## src/rtl/game_ctrl.sv

```systemverilog
// rtl/game_ctrl.sv - BlockyRoads game-flow controller (status FSM, background scroll, score)
//
// Optional feature macro: GAME_CTRL_SPEEDUP_EN (speed level derived from score, added to scroll step)
//
// Ports:
//   clk        in   1  system clock, clocks every register
//   clr        in   1  synchronous active-low reset
//   vsync      in   1  active-low vertical sync (foreign clock domain, synchronized here)
//   btn_start  in   1  debounced start button, active-high level
//   btn_pause  in   1  debounced pause button, active-high level
//   collide    in   1  collision flag, already synchronous to clk
//   status     out  2  00 load, 01 activate, 10 pause, 11 terminate
//   scroll_y   out 10  background row offset, 0..FRAME_H-1
//   score      out 16  frames survived, saturating
//   level      out  3  speed level (0 unless speed-up is built in)
module game_ctrl #(
  parameter int SCROLL_STEP = 2,
  parameter int FRAME_H     = 360,
  parameter int TERM_HOLD   = 60
) (
  input  logic        clk,
  input  logic        clr,
  input  logic        vsync,
  input  logic        btn_start,
  input  logic        btn_pause,
  input  logic        collide,
  output logic [1:0]  status,
  output logic [9:0]  scroll_y,
  output logic [15:0] score,
  output logic [2:0]  level
);

  typedef enum logic [1:0] {
    ST_LOAD   = 2'b00,
    ST_ACTIVE = 2'b01,
    ST_PAUSE  = 2'b10,
    ST_TERM   = 2'b11
  } state_t;

  localparam logic [10:0] FRAME_H_W   = 11'(FRAME_H);
  localparam logic [10:0] STEP_BASE   = 11'(SCROLL_STEP);
  localparam logic [6:0]  TERM_HOLD_W = 7'(TERM_HOLD);

  // Synchronizer chains: bit0 = s1, bit1 = s2, bit2 = s3 (history)
  logic [2:0]  vs_q, vs_d;
  logic [2:0]  st_q, st_d;
  logic [2:0]  pa_q, pa_d;

  state_t      state_q, state_d;
  logic [9:0]  scroll_q, scroll_d;
  logic [15:0] score_q, score_d;
  logic [6:0]  hold_q, hold_d;

  logic        tick, start_ev, pause_ev;
  logic        advance;
  logic [10:0] step;
  logic [10:0] scroll_sum;

  assign tick     = ~vs_q[1] & vs_q[2];
  assign start_ev =  st_q[1] & ~st_q[2];
  assign pause_ev =  pa_q[1] & ~pa_q[2];

`ifdef GAME_CTRL_SPEEDUP_EN
  logic [2:0] level_q, level_d;

  assign step  = STEP_BASE + {8'd0, level_q};
  assign level = level_q;

  // Level tracks the next score so both registers move on the same edge
  always_comb begin
    level_d = (score_d[15:11] > 5'd7) ? 3'd7 : score_d[13:11];
  end

  always_ff @(posedge clk) begin
    if (!clr) begin
      level_q <= 3'd0;
    end else begin
      level_q <= level_d;
    end
  end
`else
  assign step  = STEP_BASE;
  assign level = 3'd0;
`endif

  always_comb begin
    vs_d       = {vs_q[1:0], vsync};
    st_d       = {st_q[1:0], btn_start};
    pa_d       = {pa_q[1:0], btn_pause};
    state_d    = state_q;
    scroll_d   = scroll_q;
    score_d    = score_q;
    hold_d     = hold_q;
    advance    = 1'b0;
    scroll_sum = 11'd0;

    case (state_q)
      ST_LOAD: begin
        if (start_ev) state_d = ST_ACTIVE;
      end
      ST_ACTIVE: begin
        // A colliding frame ends the game and is not scored
        if (tick && collide) begin
          state_d = ST_TERM;
          hold_d  = 7'd0;
        end else begin
          if (pause_ev) state_d = ST_PAUSE;
          advance = tick;
        end
      end
      ST_PAUSE: begin
        if (pause_ev || start_ev) state_d = ST_ACTIVE;
      end
      ST_TERM: begin
        if (tick && (hold_q < TERM_HOLD_W)) hold_d = hold_q + 7'd1;
        // Early start presses are dropped, not remembered
        if (start_ev && (hold_q == TERM_HOLD_W)) begin
          state_d  = ST_LOAD;
          scroll_d = 10'd0;
          score_d  = 16'd0;
          hold_d   = 7'd0;
        end
      end
      default: state_d = ST_LOAD;
    endcase

    if (advance) begin
      // step < FRAME_H, so one conditional subtraction is a full modulo
      scroll_sum = {1'b0, scroll_q} + step;
      if (scroll_sum >= FRAME_H_W) scroll_sum = scroll_sum - FRAME_H_W;
      scroll_d = scroll_sum[9:0];
      if (score_q != 16'hFFFF) score_d = score_q + 16'd1;
    end
  end

  always_ff @(posedge clk) begin
    if (!clr) begin
      // vsync idles high, so its chain restores to 1 and no tick is fabricated
      vs_q     <= 3'b111;
      st_q     <= 3'b000;
      pa_q     <= 3'b000;
      state_q  <= ST_LOAD;
      scroll_q <= 10'd0;
      score_q  <= 16'd0;
      hold_q   <= 7'd0;
    end else begin
      vs_q     <= vs_d;
      st_q     <= st_d;
      pa_q     <= pa_d;
      state_q  <= state_d;
      scroll_q <= scroll_d;
      score_q  <= score_d;
      hold_q   <= hold_d;
    end
  end

  assign status   = state_q;
  assign scroll_y = scroll_q;
  assign score    = score_q;

endmodule

```

## config.mk

```make
export PLATFORM = sky130hd
export DESIGN_NAME = game_ctrl
export DESIGN_NICKNAME = d
export VERILOG_FILES = /design/src/rtl/game_ctrl.sv
export SDC_FILE = /design/constraint.sdc
export NUM_CORES = 1
export LEC_CHECK = 0
export BUFFER_PORTS_ARGS = -buffer_cell sky130_fd_sc_hd__buf_2
export CAP_MARGIN = 40
export CORE_ASPECT_RATIO = 1.2
export CORE_UTILIZATION = 55
export DETAILED_ROUTE_END_ITERATION = 8
export GPL_TIMING_DRIVEN = 0
export PLACE_DENSITY = 0.85
export SLEW_MARGIN = 10
export SYNTH_ARGS = -nofsm -noshare
export SYNTH_HDL_FRONTEND = slang
export SYNTH_SLANG_ARGS = --single-unit
```

## constraint.sdc

```tcl
create_clock -name clk -period 2.9 [get_ports clk]
set_input_delay 0.435 -clock clk [delete_from_list [all_inputs] [get_ports clk]]
set_output_delay 0.435 -clock clk [all_outputs]
set_load 0.02 [all_outputs]
```

Word level (Yosys, flattened, before mapping)
Index checks and enable logic that the tools add are counted.

Output and inout bits: 31. Flip-flop bits (word level): 44. Input port bits: 6. Logic and storage cells: 61.

Add/sub/neg operators: 4. Order comparisons: 2. Reduce and logical (&&, ||, !) cells: 11. Bitwise logic cells: 6. Multiplexer cells: 20. Equality and inequality tests: 11.

Operators with widths (count): 16-bit 2-to-1 mux (4); 10-bit 2-to-1 mux (4); 7-bit 2-to-1 mux (3); 16-bit by 1-bit adder with 16-bit output, second input constant (1); 16-bit inequality test, second input constant (1); 7-bit one-hot mux with 2 select lines (1); 10-bit by 2-bit adder with 11-bit output, second input constant (1); 11-bit by 9-bit greater-or-equal comparator with 1-bit output, second input constant (1); 2-bit 2-to-1 mux (5); 10-bit by 9-bit subtractor with 10-bit output, second input constant (1); 2-bit inequality test, second input constant (4); 2-bit one-hot mux with 4 select lines (1); 7-bit by 1-bit adder with 7-bit output, second input constant (1); 7-bit by 6-bit == test with 1-bit output, second input constant (1); 7-bit by 6-bit less-than comparator with 1-bit output, second input constant (1); 3-bit inequality test, second input constant (2); 2-bit nonzero test (3); 2-bit == test, second input constant (2); 4-bit AND reduction (1); 1-bit AND (3); 1-bit logical AND (3); 1-bit inverter (3); 3-bit AND reduction (1); 2-bit by 1-bit == test with 1-bit output, second input constant (1); other kinds (4) (5).

Logic depth before layout (Yosys ltp)
Depth in word-level cells: 7. Gate-level depth with buffers: 10. Gate-level depth less buffers: 9.

Worst setup path before layout
OpenSTA, ideal clock, no wires.

Path kind: register -> register. Start: reg scroll_q[2], in the netlist scroll_y[2]. End: reg scroll_q[5], in the netlist scroll_y[5]. Stages on the path, launching flop included: 10. Setup time: 0.062 ns. Buffers on the path: 1. Arrival: 2.360 ns. Setup slack: 0.478 ns. Clock period less this slack: 2.422 ns. Data required time: 2.838 ns. Cells stage by stage: dfxtp_1 > ha_1 > buf_6 > and3_2 > a31oi_1 > o211ai_2 > o21ai_4 > o21a_1 > or4_1 > nand3_1.

Cells in the longest elaborated chain, start to end: 4. Elaborated cells between the ends (all ways): 5. Those cells by class: add/sub (2); order compare (1); mux (2).

RTL lines: start: declaration (line 50) `logic [9:0] scroll_q, scroll_d;`; start signal: assignment (line 151) `scroll_q <= scroll_d;`; 10-bit by 2-bit adder with 11-bit output * (line 129) `scroll_sum = {1'b0, scroll_q} + step;`; 10-bit by 9-bit subtractor with 10-bit output or 11-bit by 9-bit greater-or-equal comparator with 1-bit output (tied branches) (line 130) `if (scroll_sum >= FRAME_H_W) scroll_sum = scroll_sum - FRAME_H_W;`; 10-bit 2-to-1 mux * (line 130); 10-bit 2-to-1 mux * (line 127) `if (advance) begin`.

Every way passes the cells marked *; elsewhere a longest branch is shown, timed or not. A chain may end at the register's enable or synchronous reset.

Worst setup path in the final report
Ends and elaborated chain as after synthesis.

==> results.txt <==
drt initial violations: 167
worst hold start: vsync
CTS hold repair buffers: 0
DRC viols: 0
clk_skew: 0.00451 ns
Placed Area: 2760 µm²
R2R setup slack: 0.29 ns
std cell rows: 26
commonest non-fill, non-tap cell in the layout: dfxtp_1
Fmax: 0.383 GHz
CP max FO: 9
Syn. warnings: 0
final setup TNS: 0 ns
CP Capture Type: flip-flop
area of the multi-input gates: 1530 µm²
CTS H-tree depth: 2
Synth Flop Type: dfxtp_1
Comb power frac: 5.7%
First-pass DRT Iterations: 4
gr ovfl total: 0
Root Driver: clkbuf_8
fillers: 370
Via Count: 2363
WHS Endpoint: vs_q[0]
initial antenna violation count: 0
Reg2Reg Depth: 8
via/cell ratio: 5.85
hold depth: 2
post-synthesis average cell area: 8.26 µm²
CTS tree: built
Routed Antenna Nets: 0
crit share post-route: 90.1%
# resized after CTS: 0
R2R Path Start: scroll_y[2]
Nets: 358
number of I/O pins: 37
Worst EP arrival: 2.86 ns
CP required: 3.15 ns
Post-synth EDFFs: 0
final-report hold violation count: 0
Worst Path Class, Setup: reg -> reg
Post-DP HPWL: 4.06 mm
Placeable Area: 4330 µm²
Yosys cell types: 61
status: completed
n_diodes: 0
Die Wd: 63.8 µm
GRT Total Usage: 25.1%
Worst-Skew Late Latency: 0.30 ns
worst reg2reg endpoint: scroll_y[5]
clk sink count: 43
maxcap violations: 0
RePlAce Congestion: 0.895
post-synth top area cell: dfxtp_1
Int Pwr: 0.000968 W
CTS buffer count: 5
sequential area share after synthesis: 34.2%
cells after synthesis: 305
detailed-route wire length: 5.73 mm
vias in the first global route: 2260
# setup viols final: 0
power density cells: 424 nW/µm²
Register Area: 861 µm²
first-pass GRT wire length: 9.72 mm
clk buf depth: 2
layout cells sized above 1: 18.7%
Tmin final: 2.61 ns
Worst-path clk slew: 0.08 ns
Post-CTS Setup Bufs: 0
routed len/inst: 14.2 µm
DIE HEIGHT: 76.1 µm
fin. max-slew vios: 0
full die area: 4860 µm²
Yosys top cell area share: 34.2%
worst vdd ir: 0.353 mV
post-route worst setup slack: 0.287 ns
design area: 2900 µm²
Mapped Area: 2520 µm²
Starting Density: 58.2%
sequential power share: 49.0%
leakage: 1.14 nW
Clock power frac: 45.3%
dpl ws: 0.312 ns
RSZ-0062 raised after global routing: false
most frequent cells in the layout: dfxtp_1, buf_2, nor2_1
synth-to-layout area growth: 15.0%
Async S/R FF share, synth: 0%
sw frac: 21.2%
top post-synthesis cells by area: dfxtp_1, nor2_1, and2_1
crit path launch type: flip-flop
largest net degree at the start of global routing: 15
Worst Hold Class: in -> reg
I/O Buffers: 32
Net Switching: 0.000261 W
post-synthesis register bit count: 43
==> synth_stat cells, types with 2 or more instances <==
cell type,instances
ha_1,5
or3_1,3
a21boi_0,4
buf_4,5
a21o_1,2
nor2_1,27
xnor2_1,10
clkbuf_1,7
o21ai_1,4
buf_6,2
and2_1,16
xor2_1,7
and3_1,3
mux2i_1,4
a21oi_1,10
nand3_2,2
nor4b_2,2
buf_2,3
o211ai_2,2
nand3b_1,2
o22ai_1,2
a22oi_1,2
nand3_1,18
nand2b_1,9
o21ai_0,17
dfxtp_1,43
or4_1,2
inv_1,7
and4_1,2
nor3_1,7
o211ai_1,2
o21a_1,3
nand4_1,14
nor2b_1,6
nand2_1,21
a31oi_1,5
==> metal layers <==
layer  vias to the layer above  part of all wire, %  GRT usage [%]
met4                         0                  3.0           13.2
met5                         -                    0              0
li1                       1173                    -              -
met1                      1102                   42           28.3
met3                        15                  4.4           4.34
met2                        73                   50           44.1
==> area by class of cell <==
| class | count | share of cell area, % |
|---|---|---|
| Multi-Input combinational cell | 239 | 52.9 |
| Buffer | 19 | 3.80 |
| Tap cell | 56 | 2.42 |
| Clock inverter | 3 | 2.33 |
| Clock buffer | 5 | 2.38 |
| Timing Repair Buffer | 32 | 5.53 |
| Inverter | 7 | 0.907 |
| Sequential cell | 43 | 29.7 |
==> state kept, by name, summed over array words and instances (netlist names) <==
register / count
score: 16
st_q: 3
status: 2
vs_q: 3
pa_q: 3
scroll_y: 9
hold_q: 7
==> worst max path at each step <==
stage | startpoint | endpoint | slack [ns] | depth (start not counted)
finish | scroll_y[2] | scroll_y[5] | 0.29 | 8
global route | scroll_y[1] | scroll_y[5] | 0.07 | 8
CTS | scroll_y[1] | scroll_y[5] | 0.30 | 8
detailed placement | scroll_y[1] | scroll_y[5] | 0.31 | 8
global placement | scroll_y[2] | scroll_y[5] | 0.43 | 9
floorplan | scroll_y[2] | scroll_y[5] | 0.48 | 9
==> cells by family after synthesis <==
group | count (synthesis) | share of synthesized area, %
AOI/OAI and AO/OA | 67 | 18.7
and+or+nand+nor | 141 | 31.1
buffers and inverters | 26 | 5.41
adders and majority gates | 5 | 2.48
DFF | 43 | 34.2
muxes | 5 | 2.04
other | 1 | 0.149
xor gates and xnor gates | 17 | 5.91
==> stage by stage <==
step                      cells  total power, W  util, %  hold WS [ns]
after floorplan             308        0.000666        -         0.386
after global placement      396        0.000682     63.8         0.388
after detailed placement    396        0.000684     63.8         0.414
after CTS                   404         0.00123     66.9         0.316
after global routing        404         0.00127     66.9         0.316
final                       404         0.00123     66.9         0.314
==> power by group through the flow <==
| stage | Combinational (W) | Sequential [W] | Clock (W) |
|---|---|---|---|
| 3_5_place_dp | 0.0000682 | 0.000616 | 0 |
| 5_1_grt | 0.0000754 | 0.000604 | 0.000587 |
| 3_3_place_gp | 0.0000665 | 0.000615 | 0 |
| 4_1_cts | 0.0000695 | 0.000602 | 0.000562 |
| 6_report | 0.0000698 | 0.000602 | 0.000557 |
| 2_1_floorplan | 0.0000475 | 0.000619 | 0 |
==> worst max-delay path, stage by stage (launching register included) <==
cell      delay [ns]
dfxtp_1         0.52
ha_1            0.32
nand3_2         0.20
nor4b_2         0.48
o211ai_2        0.17
o21ai_4         0.28
nor3_1          0.10
or4_1           0.41
nand3_1         0.09
(Power assumes the default switching activity.)
